===== config.mk =====
export PLATFORM = sky130hd
export DESIGN_NAME = bra_predict_ctrl_flat
export DESIGN_NICKNAME = d
export VERILOG_FILES = /design/src/rtl/bra_predict_ctrl_if.sv /design/src/rtl/bra_predict_ctrl.sv /design/src/flat_wrapper.sv
export SDC_FILE = /design/constraint.sdc
export NUM_CORES = 1
export LEC_CHECK = 0
export BUFFER_PORTS_ARGS = -buffer_cell sky130_fd_sc_hd__buf_2
export CORE_MARGIN = 2
export CORE_UTILIZATION = 31
export DETAILED_ROUTE_END_ITERATION = 12
export PLACE_DENSITY_LB_ADDON = 0.3
export SLEW_MARGIN = 20
export SYNTH_ARGS = -nofsm -noshare
export SYNTH_HDL_FRONTEND = slang
export SYNTH_SLANG_ARGS = --single-unit

===== constraint.sdc =====
create_clock -name clk -period 2.4 [get_ports clk]
set_input_delay 0.6 -clock clk [delete_from_list [all_inputs] [get_ports clk]]
set_output_delay 0.6 -clock clk [all_outputs]
set_load 0.02 [all_outputs]

===== src/rtl/bra_predict_ctrl_if.sv =====
// Bundle of the decoder lookup, ROB commit and predictor-table ports of the branch predictor controller.
// The slave modport is the controller's view; the master modport is the environment's view.
`ifndef Bra_History_Width
`define Bra_History_Width 2
`endif
`ifndef Bra_Addr_Width
`define Bra_Addr_Width 4
`endif

interface bra_predict_ctrl_if #(
  parameter int HIST_W = `Bra_History_Width,
  parameter int ADDR_W = `Bra_Addr_Width
);
  // Decoder lookup (always accepted, combinational answer)
  logic              dec_req;
  logic [ADDR_W-1:0] dec_addr;
  logic              dec_prediction;
  logic [HIST_W-1:0] dec_pattern;
  // ROB commit: a beat transfers on a rising edge where rob_valid && rob_ready;
  // rob_ready never depends on rob_valid, and an offered beat must hold until taken.
  logic              rob_valid;
  logic              rob_ready;
  logic [HIST_W-1:0] rob_pattern;
  logic [ADDR_W-1:0] rob_addr;
  logic              rob_taken;
  logic              rob_mispredict;
  // Predictor table
  logic [HIST_W-1:0] brp_pattern;
  logic [ADDR_W-1:0] brp_addr;
  logic              brp_prediction;
  logic              brp_update;
  logic [HIST_W-1:0] brp_upd_pattern;
  logic [ADDR_W-1:0] brp_upd_addr;
  logic              brp_upd_taken;
  // Status and debug visibility
  logic [15:0]       mispredict_cnt;
  logic [HIST_W-1:0] dbg_commit_ghr;
  logic [7:0]        dbg_fifo_cnt;

  modport slave (
    input  dec_req, dec_addr, rob_valid, rob_pattern, rob_addr, rob_taken,
           rob_mispredict, brp_prediction,
    output dec_prediction, dec_pattern, rob_ready, brp_pattern, brp_addr,
           brp_update, brp_upd_pattern, brp_upd_addr, brp_upd_taken,
           mispredict_cnt, dbg_commit_ghr, dbg_fifo_cnt
  );

  modport master (
    output dec_req, dec_addr, rob_valid, rob_pattern, rob_addr, rob_taken,
           rob_mispredict, brp_prediction,
    input  dec_prediction, dec_pattern, rob_ready, brp_pattern, brp_addr,
           brp_update, brp_upd_pattern, brp_upd_addr, brp_upd_taken,
           mispredict_cnt, dbg_commit_ghr, dbg_fifo_cnt
  );
endinterface


===== src/rtl/bra_predict_ctrl.sv =====
// Branch predictor controller: speculative/committed GHR, update FIFO and
// single-port arbitration of the predictor table with lookup priority.
`ifndef Bra_History_Width
`define Bra_History_Width 2
`endif
`ifndef Bra_Addr_Width
`define Bra_Addr_Width 4
`endif

module bra_predict_ctrl #(
  parameter int HIST_W = `Bra_History_Width,
  parameter int ADDR_W = `Bra_Addr_Width,
  parameter int QDEPTH = 4
) (
  input logic              clk,
  input logic              rst,
  bra_predict_ctrl_if.slave bus
);
  localparam int PW = $clog2(QDEPTH);
  localparam int EW = HIST_W + ADDR_W + 1;

  logic [HIST_W-1:0] spec_ghr_q, spec_ghr_d;
  logic [HIST_W-1:0] commit_ghr_q, commit_ghr_d;
  logic [15:0]       mp_cnt_q, mp_cnt_d;
  logic [PW:0]       wr_ptr_q, wr_ptr_d;
  logic [PW:0]       rd_ptr_q, rd_ptr_d;
  logic [EW-1:0]     mem_q [QDEPTH];

  logic          empty, full, push, pop, mp_commit;
  logic [PW:0]   fifo_cnt;
  logic [EW-1:0] head;

  assign empty    = (wr_ptr_q == rd_ptr_q);
  assign full     = (wr_ptr_q[PW-1:0] == rd_ptr_q[PW-1:0]) &&
                    (wr_ptr_q[PW] != rd_ptr_q[PW]);
  assign fifo_cnt = wr_ptr_q - rd_ptr_q;
  assign head     = mem_q[rd_ptr_q[PW-1:0]];

  assign bus.rob_ready = !full && !rst;
  assign push          = bus.rob_valid && bus.rob_ready;
  assign mp_commit     = push && bus.rob_mispredict;
  // Lookups own the table port; rst also blocks the strobe so nothing stale is written.
  assign pop           = !empty && !bus.dec_req && !rst;

  assign bus.brp_pattern     = spec_ghr_q;
  assign bus.brp_addr        = bus.dec_addr;
  assign bus.dec_prediction  = bus.brp_prediction;
  assign bus.dec_pattern     = spec_ghr_q;
  assign bus.brp_update      = pop;
  assign bus.brp_upd_pattern = head[EW-1 -: HIST_W];
  assign bus.brp_upd_addr    = head[ADDR_W:1];
  assign bus.brp_upd_taken   = head[0];
  assign bus.mispredict_cnt  = mp_cnt_q;
  assign bus.dbg_commit_ghr  = commit_ghr_q;
  assign bus.dbg_fifo_cnt    = 8'(fifo_cnt);

  always_comb begin
    spec_ghr_d   = spec_ghr_q;
    commit_ghr_d = commit_ghr_q;
    mp_cnt_d     = mp_cnt_q;
    wr_ptr_d     = wr_ptr_q;
    rd_ptr_d     = rd_ptr_q;
    // Repair wins over the lookup shift; the decoder flushes that lookup anyway.
    if (mp_commit) begin
      spec_ghr_d = {commit_ghr_q[HIST_W-2:0], bus.rob_taken};
    end else if (bus.dec_req) begin
      spec_ghr_d = {spec_ghr_q[HIST_W-2:0], bus.brp_prediction};
    end
    if (push) begin
      commit_ghr_d = {commit_ghr_q[HIST_W-2:0], bus.rob_taken};
      wr_ptr_d     = wr_ptr_q + 1'b1;
    end
    if (mp_commit && (mp_cnt_q != 16'hFFFF)) begin
      mp_cnt_d = mp_cnt_q + 16'd1;
    end
    if (pop) begin
      rd_ptr_d = rd_ptr_q + 1'b1;
    end
  end

  always_ff @(posedge clk) begin
    if (rst) begin
      spec_ghr_q   <= '0;
      commit_ghr_q <= '0;
      mp_cnt_q     <= '0;
      wr_ptr_q     <= '0;
      rd_ptr_q     <= '0;
    end else begin
      spec_ghr_q   <= spec_ghr_d;
      commit_ghr_q <= commit_ghr_d;
      mp_cnt_q     <= mp_cnt_d;
      wr_ptr_q     <= wr_ptr_d;
      rd_ptr_q     <= rd_ptr_d;
    end
  end

  always_ff @(posedge clk) begin
    if (push) begin
      mem_q[wr_ptr_q[PW-1:0]] <= {bus.rob_pattern, bus.rob_addr, bus.rob_taken};
    end
  end
endmodule


===== src/flat_wrapper.sv =====
// flat-port wrapper written by rule: the top's interface ports become plain ports
module bra_predict_ctrl_flat 
#(
  parameter int HIST_W = `Bra_History_Width,
  parameter int ADDR_W = `Bra_Addr_Width,
  parameter int QDEPTH = 4
)
  (clk, rst, bus_dec_req, bus_dec_addr, bus_rob_valid, bus_rob_pattern, bus_rob_addr, bus_rob_taken, bus_rob_mispredict, bus_brp_prediction, bus_dec_prediction, bus_dec_pattern, bus_rob_ready, bus_brp_pattern, bus_brp_addr, bus_brp_update, bus_brp_upd_pattern, bus_brp_upd_addr, bus_brp_upd_taken, bus_mispredict_cnt, bus_dbg_commit_ghr, bus_dbg_fifo_cnt);
  bra_predict_ctrl_if #(.HIST_W(HIST_W), .ADDR_W(ADDR_W)) bus_i ();
  input logic clk;
  input logic rst;
  input wire logic [$bits(bus_i.dec_req)-1:0] bus_dec_req;
  input wire logic [$bits(bus_i.dec_addr)-1:0] bus_dec_addr;
  input wire logic [$bits(bus_i.rob_valid)-1:0] bus_rob_valid;
  input wire logic [$bits(bus_i.rob_pattern)-1:0] bus_rob_pattern;
  input wire logic [$bits(bus_i.rob_addr)-1:0] bus_rob_addr;
  input wire logic [$bits(bus_i.rob_taken)-1:0] bus_rob_taken;
  input wire logic [$bits(bus_i.rob_mispredict)-1:0] bus_rob_mispredict;
  input wire logic [$bits(bus_i.brp_prediction)-1:0] bus_brp_prediction;
  output wire logic [$bits(bus_i.dec_prediction)-1:0] bus_dec_prediction;
  output wire logic [$bits(bus_i.dec_pattern)-1:0] bus_dec_pattern;
  output wire logic [$bits(bus_i.rob_ready)-1:0] bus_rob_ready;
  output wire logic [$bits(bus_i.brp_pattern)-1:0] bus_brp_pattern;
  output wire logic [$bits(bus_i.brp_addr)-1:0] bus_brp_addr;
  output wire logic [$bits(bus_i.brp_update)-1:0] bus_brp_update;
  output wire logic [$bits(bus_i.brp_upd_pattern)-1:0] bus_brp_upd_pattern;
  output wire logic [$bits(bus_i.brp_upd_addr)-1:0] bus_brp_upd_addr;
  output wire logic [$bits(bus_i.brp_upd_taken)-1:0] bus_brp_upd_taken;
  output wire logic [$bits(bus_i.mispredict_cnt)-1:0] bus_mispredict_cnt;
  output wire logic [$bits(bus_i.dbg_commit_ghr)-1:0] bus_dbg_commit_ghr;
  output wire logic [$bits(bus_i.dbg_fifo_cnt)-1:0] bus_dbg_fifo_cnt;
  assign bus_i.dec_req = bus_dec_req;
  assign bus_i.dec_addr = bus_dec_addr;
  assign bus_i.rob_valid = bus_rob_valid;
  assign bus_i.rob_pattern = bus_rob_pattern;
  assign bus_i.rob_addr = bus_rob_addr;
  assign bus_i.rob_taken = bus_rob_taken;
  assign bus_i.rob_mispredict = bus_rob_mispredict;
  assign bus_i.brp_prediction = bus_brp_prediction;
  assign bus_dec_prediction = bus_i.dec_prediction;
  assign bus_dec_pattern = bus_i.dec_pattern;
  assign bus_rob_ready = bus_i.rob_ready;
  assign bus_brp_pattern = bus_i.brp_pattern;
  assign bus_brp_addr = bus_i.brp_addr;
  assign bus_brp_update = bus_i.brp_update;
  assign bus_brp_upd_pattern = bus_i.brp_upd_pattern;
  assign bus_brp_upd_addr = bus_i.brp_upd_addr;
  assign bus_brp_upd_taken = bus_i.brp_upd_taken;
  assign bus_mispredict_cnt = bus_i.mispredict_cnt;
  assign bus_dbg_commit_ghr = bus_i.dbg_commit_ghr;
  assign bus_dbg_fifo_cnt = bus_i.dbg_fifo_cnt;
  bra_predict_ctrl #(.HIST_W(HIST_W), .ADDR_W(ADDR_W), .QDEPTH(QDEPTH)) u_core (.clk(clk), .rst(rst), .bus(bus_i));
endmodule

==> metrics, run 1 <==
outcome=finished, final reports clean; vias in the first global route=1,693; post-CTS setup buffer count=0; drt initial violations=34; most frequent cells in the layout=buf_2, edfxtp_1, dfxtp_1; Fmax=0.438 GHz; Yosys top cell area share=0.324; worst-path maximum fanout=7; Fillers=827; WS Path Type=reg2out; fin nets=287; min-delay worst type=reg2reg; Hold EP=u_core.bus.dbg_commit_ghr[1]; Post-Syn Area=0.00260 mm²; Seq/Total Area, Yosys=0.539; Fin Clk Skew=3.35 ps; routability congestion estimate from global placement=0.804; flop2flop setup slack=340 ps; CORE AREA=0.00818 mm²; Final ANT Viol Nets=0; type of origin of the critical path=flop; Worst Hold Launch=u_core.bus.dbg_commit_ghr[1]; syn avg cell area=11.9 µm²; Max-Cap Viols=0; die width=95.5 µm; DR vias/cell=4.88; peak supply drop=0.000214 V; Detailed Routing Iterations Pass 1=4; antenna violations before repair=0; R2R Path Start=u_core.rd_ptr_q[1]; fin crit period=2280 ps; post-route setup slack=118 ps; top_reg_cell synth=edfxtp_1; synth top area cells=edfxtp_1, dfxtp_1, mux4_2; total of warnings raised by yosys=0; Final HPWL DP=3810 µm; PortBufs=47; hold depth=2; most common cell after layout, fill and taps aside=buf_2; routed wire length per instance=14.0 µm; CTS tree=done; share of post-route cells with drive strength above 1=0.309; DP Area=0.00290 mm²; post-route cell area=0.00300 mm²; Netlist cell types=45; # setup viols final=0; placed cells=359; ys async rst share=0; number of synthesized flops with an enable pin=28; setup_tns=0 ps; post-layout util=0.366; Area growth syn-to-layout=15.3%; first-pass GRT wire length=8210 µm; ant diodes=0; clock sink total=56; critical path required time=1800 ps; FP Rows=33; fin crit share=0.951; PnR Total Power=1.91 mW; via count=1,790; CTS root buf=clkbuf_8; CP endpoint kind=output port; PwrDens=637 mW/mm²; FF-to-FF End=u_core.bus.mispredict_cnt[11]; LEAKAGE=1.14 nW; H-tree depth=2; pins over their slew limit=0; Critical Path AT=1680 ps; Hold WS=477 ps; CTS clock-pin slew for the worst setup and hold paths=100 ps; worst reg-to-reg path cell count=7; RSZ-0062 raised after global routing=no; pin count of the biggest net entering global routing=24; total CTS buffers=5; Starting Density=0.318; pre-CTS setup slack=268 ps; GRT overflow=0; clock buffer depth=2; post-synthesis sequential element count=56; top cell type by total area after synthesis=edfxtp_1; Die H=95.5 µm; post-detailed-route DRC marker count=0; Syn Inst Count=218; Clock Latency Late Sink=310 ps; die area=0.00913 mm²; non-filler cells, final=367; final number of hold-violating endpoints=0; final WL=5150 µm; Boundary Pins=61; GRT Total Usage=0.117
## sequential cells by signal, summed over array words and instances (netlist names), named ones only
name / count
u_core.mem_q: 28
u_core.bus.mispredict_cnt: 16
u_core.rd_ptr_q: 3
u_core.wr_ptr_q: 3
u_core.bus.brp_pattern: 2
u_core.bus.dbg_commit_ghr: 2
## worst max-delay path, cell delays in order, from the launching register on
cell,delay [ps]
dfxtp_2,370
inv_1,80
ha_1,310
nand2_1,160
o21ai_2,220
inv_1,70
buf_2,160
## per-layer routing
layer / wire [µm] / global-route usage / vias up
met1: 2280 / 0.142 / 865
met2: 2580 / 0.205 / 39
met3: 242 / 0.0292 / 6
met5: 0 / 0 / -
met4: 44 / 0.0357 / 0
li1: - / - / 880
## cells by family (layout without fill, tap and decap cells)
group | after synthesis | count (layout) | share of synthesized area
and+or+nand+nor | 63 | 63 | 0.143
AOI/OAI and AO/OA | 38 | 38 | 0.0959
xor gates and xnor gates | 5 | 5 | 0.0169
other | 1 | 5 | 0.00144
adders and majority gates | 9 | 9 | 0.0462
muxes | 15 | 15 | 0.0939
DFF | 56 | 56 | 0.540
buffers and inverters | 31 | 71 | 0.0636
## area by class of cell
type                            count  area [µm²]  area share
Clock inverter                      3        22.5     0.00752
Timing Repair Buffer               53         283      0.0944
Inverter                           10        37.5      0.0125
Sequential cell                    56        1400       0.468
Tap cell                          105         131      0.0439
Clock buffer                        5        68.8      0.0230
Multi-Input combinational cell    135        1050       0.350
## how the worst max path moves through the flow
| stage | depth (start not counted) | from | slack, ps | end |
|---|---|---|---|---|
| after floorplan | 4 | rst | 190 | bus_rob_ready |
| after global placement | 6 | u_core.wr_ptr_q[0] | 310 | bus_brp_update |
| after detailed placement | 6 | u_core.wr_ptr_q[0] | 270 | bus_brp_update |
| after CTS | 6 | u_core.wr_ptr_q[0] | 9 | bus_brp_update |
| after global routing | 6 | u_core.wr_ptr_q[0] | 4 | bus_brp_update |
| final | 6 | u_core.wr_ptr_q[0] | 120 | bus_brp_update |
## Yosys cell counts, types with 2 or more instances
cell	number
and2_1	4
buf_2	3
clkbuf_1	3
mux4_2	7
nor2_1	12
edfxtp_1	28
ha_1	8
buf_4	12
a211oi_1	2
nand3_1	4
o21ai_0	10
xor2_1	2
nor4_1	5
nor2b_1	4
or4_1	4
mux2_2	5
nor3b_1	2
inv_1	10
nand4_1	5
dfxtp_1	28
buf_1	3
mux2i_1	3
o31ai_1	6
o311ai_0	3
a21oi_1	8
o41ai_1	3
nand2_1	11
o211ai_1	3
xnor2_1	3
or3_2	2
## power by group
group | internal [mW] | switching (mW)
clock network | 0.210 | 0.312
logic | 0.128 | 0.194
registers | 1.04 | 0.0286
## what timing repair did
action / in CTS / in global routing
endpoints found under the setup margin: 1 / 2
hold buffers: 0 / 0
gates resized for setup: 1 / 3
pin swaps: 0 / 1
Power figures use the tool's default switching activity.
==> run 2: changes to the inputs <==
--- a/config.mk
+++ b/config.mk
@@ -11,4 +11,5 @@
 export DETAILED_ROUTE_END_ITERATION = 12
 export PLACE_DENSITY_LB_ADDON = 0.3
+export RECOVER_POWER = 50
 export SLEW_MARGIN = 20
 export SYNTH_ARGS = -nofsm -noshare
==> constraint.sdc (replaced) <==
create_clock -name clk -period 2.4 [get_ports clk]
set_input_delay 0.48 -clock clk [delete_from_list [all_inputs] [get_ports clk]]
set_output_delay 0.48 -clock clk [all_outputs]
set_load 0.02 [all_outputs]
==> run 2 against run 1 <==
Compared with the run above: combinational power fell by 7.5%; utilization fell by 0.63 points; worst setup slack improved by 49 ps; non-clock buffer count fell by 2; worst hold slack got worse by 22 ps; sequential cell count did not move; highest routed layer unchanged.
==> metrics, run 2 (synthesis results as in run 1) <==
H-tree depth=2; routability congestion estimate from global placement=0.783; M3 GR Usage=0.0277; grt met1 use=0.144; CTS clock-pin slew for the worst setup and hold paths=100 ps; post-CTS setup buffer count=0; share of post-route cells with drive strength above 1=0.177; pre-CTS setup slack=278 ps; end point of the critical path=bus_brp_update; met2 Usage GRT=0.189; worst reg-to-reg path cell count=5; final number of hold-violating endpoints=0; crit path from=u_core.wr_ptr_q[0]; Crit path max-delay family=flip-flops; pins over their slew limit=0; via count=1,762; post-route cell area=0.00294 mm²; drt initial violations=82; first-pass GRT wire length=7830 µm; most frequent cells in the layout=clkbuf_1, dfxtp_1, edfxtp_1; hold-fix buffers at CTS=0; Detailed Routing Iterations Pass 1=4; LEAKAGE=1.01 nW; FP Rows=33; Boundary Pins=61; total CTS buffers=5; vias in the first global route=1,575; Worst path depth=6; max reg flops=28; PwrDens=675 mW/mm²; clock sink total=56; Fmax=0.448 GHz; flop2flop setup slack=270 ps; Clock Latency Late Sink=300 ps; fin crit period=2230 ps; # setup viols final=0; critical path required time=1920 ps; Final ANT Viol Nets=0; FF-to-FF End=u_core.mem_q[0][5]; clock buffer depth=2; ant diodes=0; fin nets=285; setup_tns=0 ps; outcome=finished, final reports clean; placed cells=357; most used routing layer in global routing=met2; RSZ-0062 raised after global routing=no; Area growth syn-to-layout=13.3%; type of origin of the critical path=flop; most common cell after layout, fill and taps aside=clkbuf_1; Buffers & Inverters on Critical Path=3; critical-path cell list=inv_1 > ha_1 > nand2_1 > o21ai_2 > inv_1 > buf_2; post-route setup slack=167 ps; FF+latch area=0.00140 mm²; crit-path max cell delay=410 ps; CTS tree=done; Fillers=846; Final HPWL DP=3810 µm; GRT overflow=0; GRT Total Usage=0.112; worst-path maximum fanout=7; area occupied by multi-input gates=0.00103 mm²; Die H=95.5 µm; routed wire length per instance=13.9 µm; final WL=5080 µm; die area=0.00913 mm²; die width=95.5 µm; CP endpoint kind=output port; DP Area=0.00288 mm²; Fin Clk Skew=7.02 ps; post-detailed-route DRC marker count=0; fin crit share=0.931; most frequent CP cell=inv_1; WS Path Type=reg2out; R2R Path Start=u_core.wr_ptr_q[0]; PortBufs=47; slowest CP cell=dfxtp_1; Starting Density=0.318; DR vias/cell=4.83; Critical Path AT=1750 ps; CTS root buf=clkbuf_8; CORE AREA=0.00818 mm²; antenna violations before repair=0; Max-Cap Viols=0; post-layout util=0.360; pin count of the biggest net entering global routing=22; peak supply drop=0.000246 V; min-delay worst type=in2reg; non-filler cells, final=365
==> run 2: worst register-to-register path, stage by stage, from the launching register on <==
cell	delay (ps)
dfxtp_1	410
inv_1	100
ha_1	310
nand2_1	200
o211a_1	360
and2_1	410
==> run 2: worst min path at each step <==
| stage | slack, ps | startpoint | cells past startpoint | end |
|---|---|---|---|---|
| finish | 450 | bus_rob_addr[3] | 1 | u_core.mem_q[0][4] |
| floorplan | 480 | u_core.wr_ptr_q[2] | 1 | u_core.wr_ptr_q[2] |
| global route | 460 | bus_rob_addr[3] | 1 | u_core.mem_q[2][4] |
| global placement | 450 | u_core.bus.dbg_commit_ghr[1] | 2 | u_core.bus.dbg_commit_ghr[1] |
| detailed placement | 460 | u_core.bus.dbg_commit_ghr[1] | 2 | u_core.bus.dbg_commit_ghr[1] |
| CTS | 390 | bus_rob_addr[1] | 1 | u_core.mem_q[0][2] |
==> run 2: power by group <==
group | switching [mW] | leakage [nW] | internal (mW)
Combinational | 0.183 | 0.471 | 0.115
Clock | 0.300 | 0.0558 | 0.316
Sequential | 0.0384 | 0.481 | 1.04
==> run 2: metal layers <==
metal	vias up	routed length [µm]
met1	836	2390
met5	-	0
met3	4	238
li1	880	-
met4	0	38
met2	42	2410
==> run 2: layout make-up <==
class,count,share of cell area
well taps,105,0.0446
clock inverters,2,0.0132
clock buffers,6,0.0246
flip-flops and latches,56,0.476
multi-input cells,135,0.351
inverters,10,0.0127
repair buffers,51,0.0773
==> run 2: repair_timing <==
action	4_1_cts	5_1_grt
gates resized for setup	1	1
hold endpoints to repair	0	0
endpoints found under the setup margin	1	1
==> run 2: per-stage QoR <==
step | power (mW) | hold slack (ps)
2_1_floorplan | 1.32 | 477
3_3_place_gp | 1.40 | 455
3_5_place_dp | 1.40 | 461
4_1_cts | 2.02 | 389
5_1_grt | 2.09 | 457
6_report | 1.99 | 455
==> run 3: changes to the inputs <==
==> constraint.sdc (replaced) <==
create_clock -name clk -period 2.4 [get_ports clk]
set_input_delay 0.48 -clock clk [delete_from_list [all_inputs] [get_ports clk]]
set_output_delay 0.48 -clock clk [all_outputs]
set_load 0.05 [all_outputs]
==> run 3 against run 2 <==
Compared with the run above: first-iteration DRC count shrank 34%; clock power up 1%; sequential share of layout area shrank 0.58 points; routed wire length is 2.1% higher; global-route usage increased by 0.67 points; via count up 0.11%; design area rose by 1.2%; final cell count grew 0.55%; worst hold slack got worse by 9.4 ps; clock skew is 1.3 ps higher; sequential power barely moved; maximum frequency fell by 0.49%; critical endpoint unchanged; largest cell class unchanged.
==> metrics, run 3 (synthesis results as in run 1) <==
Detailed Routing Iterations Pass 1=4; final number of hold-violating endpoints=0; CTS tree=done; CORE AREA=0.00818 mm²; # setup viols final=0; GRT Total Usage=0.119; critical path required time=1920 ps; WS Path Type=reg2out; total CTS buffers=5; pre-CTS setup slack=288 ps; Hold EP=u_core.mem_q[0][2]; Worst Hold Launch=bus_rob_addr[1]; R2R Path Start=u_core.wr_ptr_q[0]; most common cell after layout, fill and taps aside=clkbuf_1; Starting Density=0.318; Max-Cap Viols=0; peak supply drop=0.000264 V; Final ANT Viol Nets=0; PnR Total Power=2.13 mW; routability congestion estimate from global placement=0.785; Fmax=0.446 GHz; FF-to-FF End=u_core.mem_q[3][6]; clock buffer depth=2; final WL=5190 µm; CTS root buf=clkbuf_8; CP endpoint kind=output port; Max transition margin=0.591; flop2flop setup slack=270 ps; Die H=95.5 µm; post-detailed-route DRC marker count=0; Worst-Margin Slew=616 ps; hold-fix buffers at CTS=0; Fin Clk Skew=8.29 ps; outcome=finished, final reports clean; fin crit share=0.935; fin crit period=2240 ps; die width=95.5 µm; share of post-route cells with drive strength above 1=0.191; Area growth syn-to-layout=14.7%; ant diodes=0; die area=0.00913 mm²; fin nets=287; Final HPWL DP=3850 µm; GRT overflow=0; Boundary Pins=61; post-route setup slack=156 ps; Clock Latency Late Sink=300 ps; clock sink total=56; FP Rows=33; max reg flops=28; Hold WS=445 ps; H-tree depth=2; drt initial violations=54; via count=1,764; DR vias/cell=4.81; PwrDens=716 mW/mm²; non-filler cells, final=367; type of origin of the critical path=flop; pin count of the biggest net entering global routing=22; vias in the first global route=1,701; Critical Path AT=1760 ps; antenna violations before repair=0; pins over their slew limit=0; hold depth=1; most frequent cells in the layout=clkbuf_1, dfxtp_1, edfxtp_1; post-CTS setup buffer count=0; CTS clock-pin slew for the worst setup and hold paths=100 ps; first-pass GRT wire length=8470 µm; min-delay worst type=in2reg; LEAKAGE=1.04 nW; worst reg-to-reg path cell count=5; worst-path maximum fanout=7; PortBufs=47; placed cells=359; routed wire length per instance=14.1 µm
[run 3: worst max-delay path by stage]
stage / endpoint / depth (start not counted) / slack (ps) / start
global route: bus_brp_update / 6 / -6 / u_core.wr_ptr_q[0]
floorplan: bus_rob_ready / 4 / 20 / rst
detailed placement: u_core.mem_q[3][3] / 5 / 290 / u_core.wr_ptr_q[0]
global placement: u_core.mem_q[3][1] / 5 / 340 / u_core.wr_ptr_q[0]
CTS: bus_brp_update / 6 / 50 / u_core.wr_ptr_q[0]
finish: bus_brp_update / 6 / 160 / u_core.wr_ptr_q[0]
[run 3: cell type report]
cell class	instances	area (µm²)
Clock buffer	6	72.6
Clock inverter	2	38.8
Fill cell	855	5190
Inverter	10	37.5
Multi-Input combinational cell	135	1050
Sequential cell	56	1400
Tap cell	105	131
Timing Repair Buffer	53	249
[run 3: power by group]
part,switching [mW],internal (mW),leakage [nW],total (mW)
sequential,0.0390,1.04,0.481,1.07
combinational,0.313,0.122,0.500,0.435
clock,0.307,0.316,0.0558,0.623
total,0.659,1.47,1.04,2.13
[run 3: worst max-delay path, cell delays in order, from the launching register on]
cell and delay (ps):
dfxtp_1 400, inv_1 100, ha_1 310, nand2_1 170, o21ai_2 190, inv_1 80
clkbuf_4 210
[run 3: timing repair]
| action | in CTS | in global routing |
|---|---|---|
| resized for setup | 0 | 4 |
| setup endpoints to repair | 0 | 2 |
| endpoints found under the hold margin | 0 | 0 |
[run 3: per-layer routing]
| layer | routed length, µm | GRT usage | vias to the layer above |
|---|---|---|---|
| met5 | 0 | 0 | - |
| met4 | 27 | 0.0179 | 0 |
| met3 | 253 | 0.0292 | 4 |
| met2 | 2560 | 0.206 | 41 |
| met1 | 2340 | 0.154 | 837 |
| li1 | - | - | 882 |
[run 3: through the flow]
stage	cell area [µm²]	setup TNS, ps	utilization
after global routing	2980	-5.83	0.365
after global placement	2900	0	0.354
after CTS	3010	0	0.368
final	2980	0	0.365
after floorplan	2610	0	-
after detailed placement	2900	0	0.354
